[config.mk]
export PLATFORM = sky130hd
export DESIGN_NAME = snow64_bfloat16_vec_fpu_sequencer
export DESIGN_NICKNAME = d
export VERILOG_FILES = /design/src/rtl/snow64_bfloat16_vec_fpu_sequencer.sv
export SDC_FILE = /design/constraint.sdc
export NUM_CORES = 2
export LEC_CHECK = 0
export ABC_AREA = 1
export CAP_MARGIN = 20
export CORE_AREA = 2 2 327 329
export CTS_CLUSTER_DIAMETER = 100
export DETAILED_ROUTE_END_ITERATION = 10
export DIE_AREA = 0 0 329 331
export PLACE_DENSITY = 0.6
export SETUP_SLACK_MARGIN = 0.15
export SLEW_MARGIN = 25
export SYNTH_ARGS = -nofsm -noshare
export SYNTH_HDL_FRONTEND = slang
export SYNTH_SLANG_ARGS = --single-unit
export TNS_END_PERCENT = 50
[constraint.sdc]
create_clock -name clk -period 2.59 [get_ports clk]
set_input_delay 0.518 -clock clk [delete_from_list [all_inputs] [get_ports clk]]
set_output_delay 0.518 -clock clk [all_outputs]
set_load 0.005 [all_outputs]
[src/rtl/snow64_bfloat16_vec_fpu_sequencer.sv]
// snow64_bfloat16_vec_fpu_sequencer: runs one vector command through a scalar bfloat16 FPU, lane 0 first.
// Define SNOW64_BFLOAT16_VEC_FPU_LANE_MASK_EN to add in_lane_mask; masked-off lanes pass in_a through.
module snow64_bfloat16_vec_fpu_sequencer #(
    parameter int NUM_LANES  = 16,
    parameter int WIDTH_OPER = 3
) (
    input  logic                    clk,
    input  logic                    rst,
    input  logic                    in_start,
    input  logic [WIDTH_OPER-1:0]   in_oper,
    input  logic [16*NUM_LANES-1:0] in_a,
    input  logic [16*NUM_LANES-1:0] in_b,
`ifdef SNOW64_BFLOAT16_VEC_FPU_LANE_MASK_EN
    input  logic [NUM_LANES-1:0]    in_lane_mask,
`endif
    output logic                    out_can_accept_cmd,
    output logic                    out_data_valid,
    output logic [16*NUM_LANES-1:0] out_data,
    output logic                    out_fpu_start,
    output logic [WIDTH_OPER-1:0]   out_fpu_oper,
    output logic [15:0]             out_fpu_a,
    output logic [15:0]             out_fpu_b,
    input  logic                    in_fpu_data_valid,
    input  logic                    in_fpu_can_accept_cmd,
    input  logic [15:0]             in_fpu_data
);
    localparam int LW = $clog2(NUM_LANES);
    localparam logic [LW-1:0] LAST = LW'(NUM_LANES - 1);

    typedef enum logic [1:0] {StIdle, StIssue, StWait, StDone} state_t;

    state_t                  r_state, w_next;
    logic [WIDTH_OPER-1:0]   r_oper;
    logic [16*NUM_LANES-1:0] r_a, r_b, r_data;
    logic [LW-1:0]           r_lane;
    logic                    w_last, w_skip;
    logic [15:0]             w_lane_a, w_lane_b;

    assign w_last   = r_lane == LAST;
    assign w_lane_a = r_a[{r_lane, 4'd0} +: 16];
    assign w_lane_b = r_b[{r_lane, 4'd0} +: 16];

`ifdef SNOW64_BFLOAT16_VEC_FPU_LANE_MASK_EN
    logic [NUM_LANES-1:0] r_mask;
    assign w_skip = ~r_mask[r_lane];
`else
    assign w_skip = 1'b0;
`endif

    always_ff @(posedge clk) begin
        if (rst) r_state <= StIdle;
        else     r_state <= w_next;
    end

    always_comb begin
        w_next = r_state;
        case (r_state)
            StIdle:  w_next = in_start ? StIssue : StIdle;
            StIssue: w_next = w_skip ? (w_last ? StDone : StIssue)
                                     : (in_fpu_can_accept_cmd ? StWait : StIssue);
            StWait:  w_next = in_fpu_data_valid ? (w_last ? StDone : StIssue) : StWait;
            default: w_next = StIdle;
        endcase
    end

    always_comb begin
        out_can_accept_cmd = r_state == StIdle;
        out_data_valid     = r_state == StDone;
        out_data           = r_data;
        out_fpu_start      = (r_state == StIssue) && in_fpu_can_accept_cmd && !w_skip;
        out_fpu_oper       = r_oper;
        out_fpu_a          = w_lane_a;
        out_fpu_b          = w_lane_b;
    end

    // Lane results land in place; the counter stops at the last lane so it never wraps.
    always_ff @(posedge clk) begin
        if (rst) begin
            r_oper <= '0;
            r_a    <= '0;
            r_b    <= '0;
            r_data <= '0;
            r_lane <= '0;
`ifdef SNOW64_BFLOAT16_VEC_FPU_LANE_MASK_EN
            r_mask <= '0;
`endif
        end else begin
            case (r_state)
                StIdle: if (in_start) begin
                    r_oper <= in_oper;
                    r_a    <= in_a;
                    r_b    <= in_b;
                    r_data <= '0;
                    r_lane <= '0;
`ifdef SNOW64_BFLOAT16_VEC_FPU_LANE_MASK_EN
                    r_mask <= in_lane_mask;
`endif
                end
                StIssue: if (w_skip) begin
                    r_data[{r_lane, 4'd0} +: 16] <= w_lane_a;
                    if (!w_last) r_lane <= r_lane + 1'b1;
                end
                StWait: if (in_fpu_data_valid) begin
                    r_data[{r_lane, 4'd0} +: 16] <= in_fpu_data;
                    if (!w_last) r_lane <= r_lane + 1'b1;
                end
                default: ;
            endcase
        end
    end
endmodule

======== Word level (Yosys, flattened, before mapping) ========
Cells that the tools add are included.
word-level totals
  register bits ........................... 777
  input port bits ......................... 536
  logic and storage cells ................. 38
operators by class
  $add $sub $neg .......................... 2
  eq/ne operators ......................... 7
  shifts and indexed selects .............. 4
  mux-type cells .......................... 13
  reductions and logical operators ........ 6
operators by type and width
  kind                                                     count
  two-way mux 256 bit                                      2
  case mux 256 bit (2 select lines)                        1
  variable part select 256 x 9 -> 16 bit                   2
  bitwise mux 256 bit                                      1
  variable shift 16 x 10 -> 256 bit, first input constant  1
  variable part select 16 x 10 -> 256 bit                  1
  two-way mux 4 bit                                        3
  negator 8 -> 10 bit                                      1
  case mux 4 bit (2 select lines)                          1
  two-way mux 2 bit                                        3
  inequality test 2 bit, second input constant             3
  case mux 2 bit (3 select lines)                          1
  adder 4 x 1 -> 4 bit, second input constant              1
  equality test 2 bit, second input constant               2
  equality test 4 bit, second input constant               1
  AND reduction 4 bit                                      1
  AND reduction 3 bit                                      1
  equality test 2 x 1 -> 1 bit, second input constant      1
  zero test 2 bit                                          1
  AND reduction 2 bit                                      1
  nonzero test 2 bit                                       1
  logical AND 1 bit                                        1
  two-way mux 1 bit                                        1

======== Logic depth before layout (Yosys ltp) ========
  depth in word-level cells ............... 5
  gate-level depth with buffers ........... 17

======== Least setup slack after synthesis ========
No wires, ideal clock.
  path kind ............................... reg2reg
  start ................................... register r_lane[0]
  end ..................................... register r_data[73], in the netlist out_data[73]
  arrival time ............................ 2.562 ns
  path slack .............................. -0.104 ns
  cell stages (with the launch flop) ...... 14
  buffers on the path ..................... 5
  cells stage by stage .................... dfxtp_1 -> inv_2 -> buf_2 -> clkbuf_1 -> clkbuf_1 -> ha_1 -> clkbuf_1 -> inv_1 -> nand3_1 -> nor2_2 -> nand3_1 -> buf_2 -> nand3_1 -> a21oi_1
on the way
  longest elaborated chain between the ends .. 5
  elaborated cells on any way between the ends .. 6
RTL lines
  element                                                                                       RTL line  RTL
  start: declaration                                                                            35        logic [LW-1:0] r_lane;
  start signal: assignment                                                                      101       if (!w_last) r_lane <= r_lane + 1'b1;
  start signal: assignment                                                                      105       if (!w_last) r_lane <= r_lane + 1'b1;
  negator 8 -> 10 bit *                                                                         104       r_data[{r_lane, 4'd0} +: 16] <= in_fpu_data;
  variable part select 16 x 10 -> 256 bit or variable shift 16 x 10 -> 256 bit (tied branches)  104
  bitwise mux 256 bit *                                                                         104
  two-way mux 256 bit *                                                                         103       StWait: if (in_fpu_data_valid) begin
  case mux 256 bit (2 select lines) *                                                           88        case (r_state)
  end signal: indexed assignment                                                                100       r_data[{r_lane, 4'd0} +: 16] <= w_lane_a;
  end signal: indexed assignment                                                                104
  end: declaration                                                                              34        logic [16*NUM_LANES-1:0] r_a, r_b, r_data;
Every way passes the cells marked *; elsewhere a longest branch is shown, timed or not. The select of a mux whose other input is x is not followed.
A chain may end at the register's enable or synchronous reset.

======== Worst setup path after layout ========
  start ................................... register r_lane[0]
  end ..................................... output port out_fpu_a[6]
on the way
  longest elaborated chain between the ends .. 1
RTL lines
  element                                 RTL line  RTL
  variable part select 256 x 9 -> 16 bit  40        assign w_lane_a = r_a[{r_lane, 4'd0} +: 16];
  end: declaration                        21        output logic [15:0] out_fpu_a,
Every way passes these cells.

==> flow_metrics.env <==
export IMPL_clock_path_buffers=3
export IMPL_synth_top_area_share_pct=47.0
export IMPL_critical_path_startpoint="r_lane[0]"
export IMPL_ios=830
export IMPL_syn_instance_count=4737
export IMPL_setup_viol=32
export IMPL_synth_most_common_cell="nor2_1"
export IMPL_final_design_area_no_fill_mm2=0.0517
export IMPL_min_period_ps=2970
export IMPL_pwr_density_cell_mw_per_mm2=658
export IMPL_placed_area_mm2=0.0446
export IMPL_grt_pass1_wl_um=224000
export IMPL_power_leakage_uw=0.0202
export IMPL_slew_headroom_pct=51.2
export IMPL_timing_final_ws_setup_ps=-385
export IMPL_synth_top_cells_by_area="dfxtp_1, nor2_1, o21ai_0"
export IMPL_status="complete, but fails checks"
export IMPL_place_ws_ps=-89.5
export IMPL_synth_nets=5277
export IMPL_drc=0
export IMPL_dpl_hpwl_um=114000
export IMPL_layout_drive_gt1_share_pct=16.2
export IMPL_final_max_slew_viol_count=0
export IMPL_hp_class="primary input to register"
export IMPL_skew_ps=24.8
export IMPL_die_w_um=329
export IMPL_wl_um=159000
export IMPL_numPortBuffers=829
export IMPL_grt_overflow_total=0
export IMPL_netlist_area_mm2=0.0331
export IMPL_fin_crit_sh_pct=115
export IMPL_synth_largest_area_cell="dfxtp_1"
export IMPL_routabilityCongestion=0.937
export IMPL_syn2layout_area_growth_pct=56.3
export IMPL_fin_util_pct=49.3
export IMPL_coreArea_mm2=0.105
export IMPL_synth_distinct_cells=33
export IMPL_die_area_mm2=0.109
export IMPL_n_fill_cell=10202
export IMPL_max_cap_viol_count=0
export IMPL_synth_common_cells="nor2_1, dfxtp_1, o21ai_0"
export IMPL_required_ps=2070
export IMPL_r2r_cells=17
export IMPL_synth_ff_type="dfxtp_1"
export IMPL_crit_path_end_kind="primary output"
export IMPL_irDropWorstVdd_v=0.000488
export IMPL_fmax_ghz=0.336
export IMPL_grt_pass1_vias=34582
export IMPL_antenna_found_initial=27
export IMPL_synth_seq_cells=777
export IMPL_grtUsageTotal_pct=27.4
export IMPL_cts_buffers=88
export IMPL_ys_warnings_count=0
export IMPL_cp_start_kind="register"
export IMPL_avgRoutedWirePerCell_um=22.2
export IMPL_r2r_end="out_data[88]"
export IMPL_crit_end="out_fpu_a[6]"
export IMPL_fp_dieH_um=331
export IMPL_post_drt_via_cell_ratio=5.19
export IMPL_reg2reg_from="r_lane[0]"
export IMPL_vias=37274
export IMPL_grt_max_degree=131
export IMPL_clk_root_buffer_cell="clkbuf_16"
export IMPL_final_nets=6239
export IMPL_synth_avg_cell_area_um2=6.99
export IMPL_dr_pass1_iters=6
export IMPL_htreeDepth=3
export IMPL_fp_row_count=119
export IMPL_worstPathMaxFanout=5
export IMPL_clk_pin_slew_ps=70
export IMPL_tightest_slew_ps=732
export IMPL_cts_tree="built"
export IMPL_start_util_pct=31.5
export IMPL_grt_setup_unrepaired="yes"
export IMPL_worstPathArrival_ps=2460
export IMPL_yosysSeqAreaShare_pct=47.0
export IMPL_final_antenna_net_count=0
export IMPL_synth_edf_count=0
export IMPL_crit_type="register to primary output"
export IMPL_drt_iter0_markers=3637
export IMPL_hold_viol_final=0
export IMPL_clk_insertion_delay_late_ps=680
export IMPL_ff2ff_setup_slack_ps=10
export IMPL_violations="setup timing"
export IMPL_async_flop_share_pct=0
export IMPL_clock_sinks=777
## placed cells by master, fill, tap and decap left out, types with 42 or more instances in the layout
master / instances
a21oi_1: 300
a21oi_2: 42
buf_12: 96
buf_4: 222
buf_6: 57
clkbuf_16: 103
clkdlybuf4s50_1: 796
dfxtp_1: 773
inv_1: 182
nand2_1: 588
nand2_2: 43
nand3_1: 185
nand4_1: 49
nor2_1: 1153
nor2_2: 45
o211ai_1: 64
o21ai_0: 624
o21ai_1: 55
## through the flow
stage / power, uW / std cells / hold slack (ps) / TNS [ps]
5_1_grt: 35300 / 7169 / 278 / -13930
2_1_floorplan: 16300 / 4737 / 430 / 0
4_1_cts: 33600 / 7096 / 233 / -10310
3_3_place_gp: 19700 / 6849 / 440 / -834
6_report: 34000 / 7175 / 282 / -9210
3_5_place_dp: 19800 / 6849 / 446 / -1700
## report_power, final
part	switching [uW]	internal (uW)
logic	4080	3360
clock network	5420	7770
registers	542	12900
## layer usage
layer	share of wire [%]	track usage, %	wire (um)
met2	46	44.1	72500
met1	41	35.0	65000
met5	0.091	0	145
met3	8.1	5.49	12900
met4	5.4	13.3	8670
## area by class of cell
type | count | area [um^2] | area share (%)
antenna | 10 | 25.0 | 0.0484
clock buffer | 126 | 2540 | 4.90
clock inverter | 39 | 502 | 0.970
inverter | 202 | 818 | 1.58
multi-input combinational | 3378 | 16800 | 32.5
sequential | 777 | 15600 | 30.1
tap | 1391 | 1740 | 3.36
timing repair buffer | 1248 | 13700 | 26.5
timing repair inverter | 4 | 43.8 | 0.0846
## logic make-up after synthesis
kind of cell,count (synthesis),synth area share (%)
simple gates,2174,26.4
compound gates,1193,19.3
buf+inv,588,7.14
fa+ha+maj,4,0.151
xor+xnor,1,0.0265
flops,777,47.0
## repair_timing
item,in CTS,in global routing
hold buffers,0,0
pin swaps,116,154
buffers inserted,54,45
gates resized for setup,395,338
setup endpoints to repair,205,274
gates cloned,28,25
## registers in the layout (all words and copies together) (netlist names)
signal,cells
r_state,2
r_lane,4
out_fpu_oper,3
r_b,256
out_data,256
r_a,256
## critical path, stage by stage, from the launching register on
cell	delay [ps]
dfxtp_4	390
buf_12	160
inv_16	70
buf_12	100
buf_16	110
buf_12	140
nor2_2	40
o211ai_1	280
o2111ai_2	240
nand2_2	150
buf_6	100
## worst min-delay path by stage
stage	end	depth (start not counted)	startpoint
4_1_cts	r_a[83]	4	rst
3_3_place_gp	r_a[92]	2	r_a[92]
6_report	r_a[83]	4	rst
5_1_grt	r_a[83]	4	rst
2_1_floorplan	r_a[208]	2	r_a[208]
3_5_place_dp	r_b[165]	2	r_b[165]
Power figures use the tool's default switching activity.
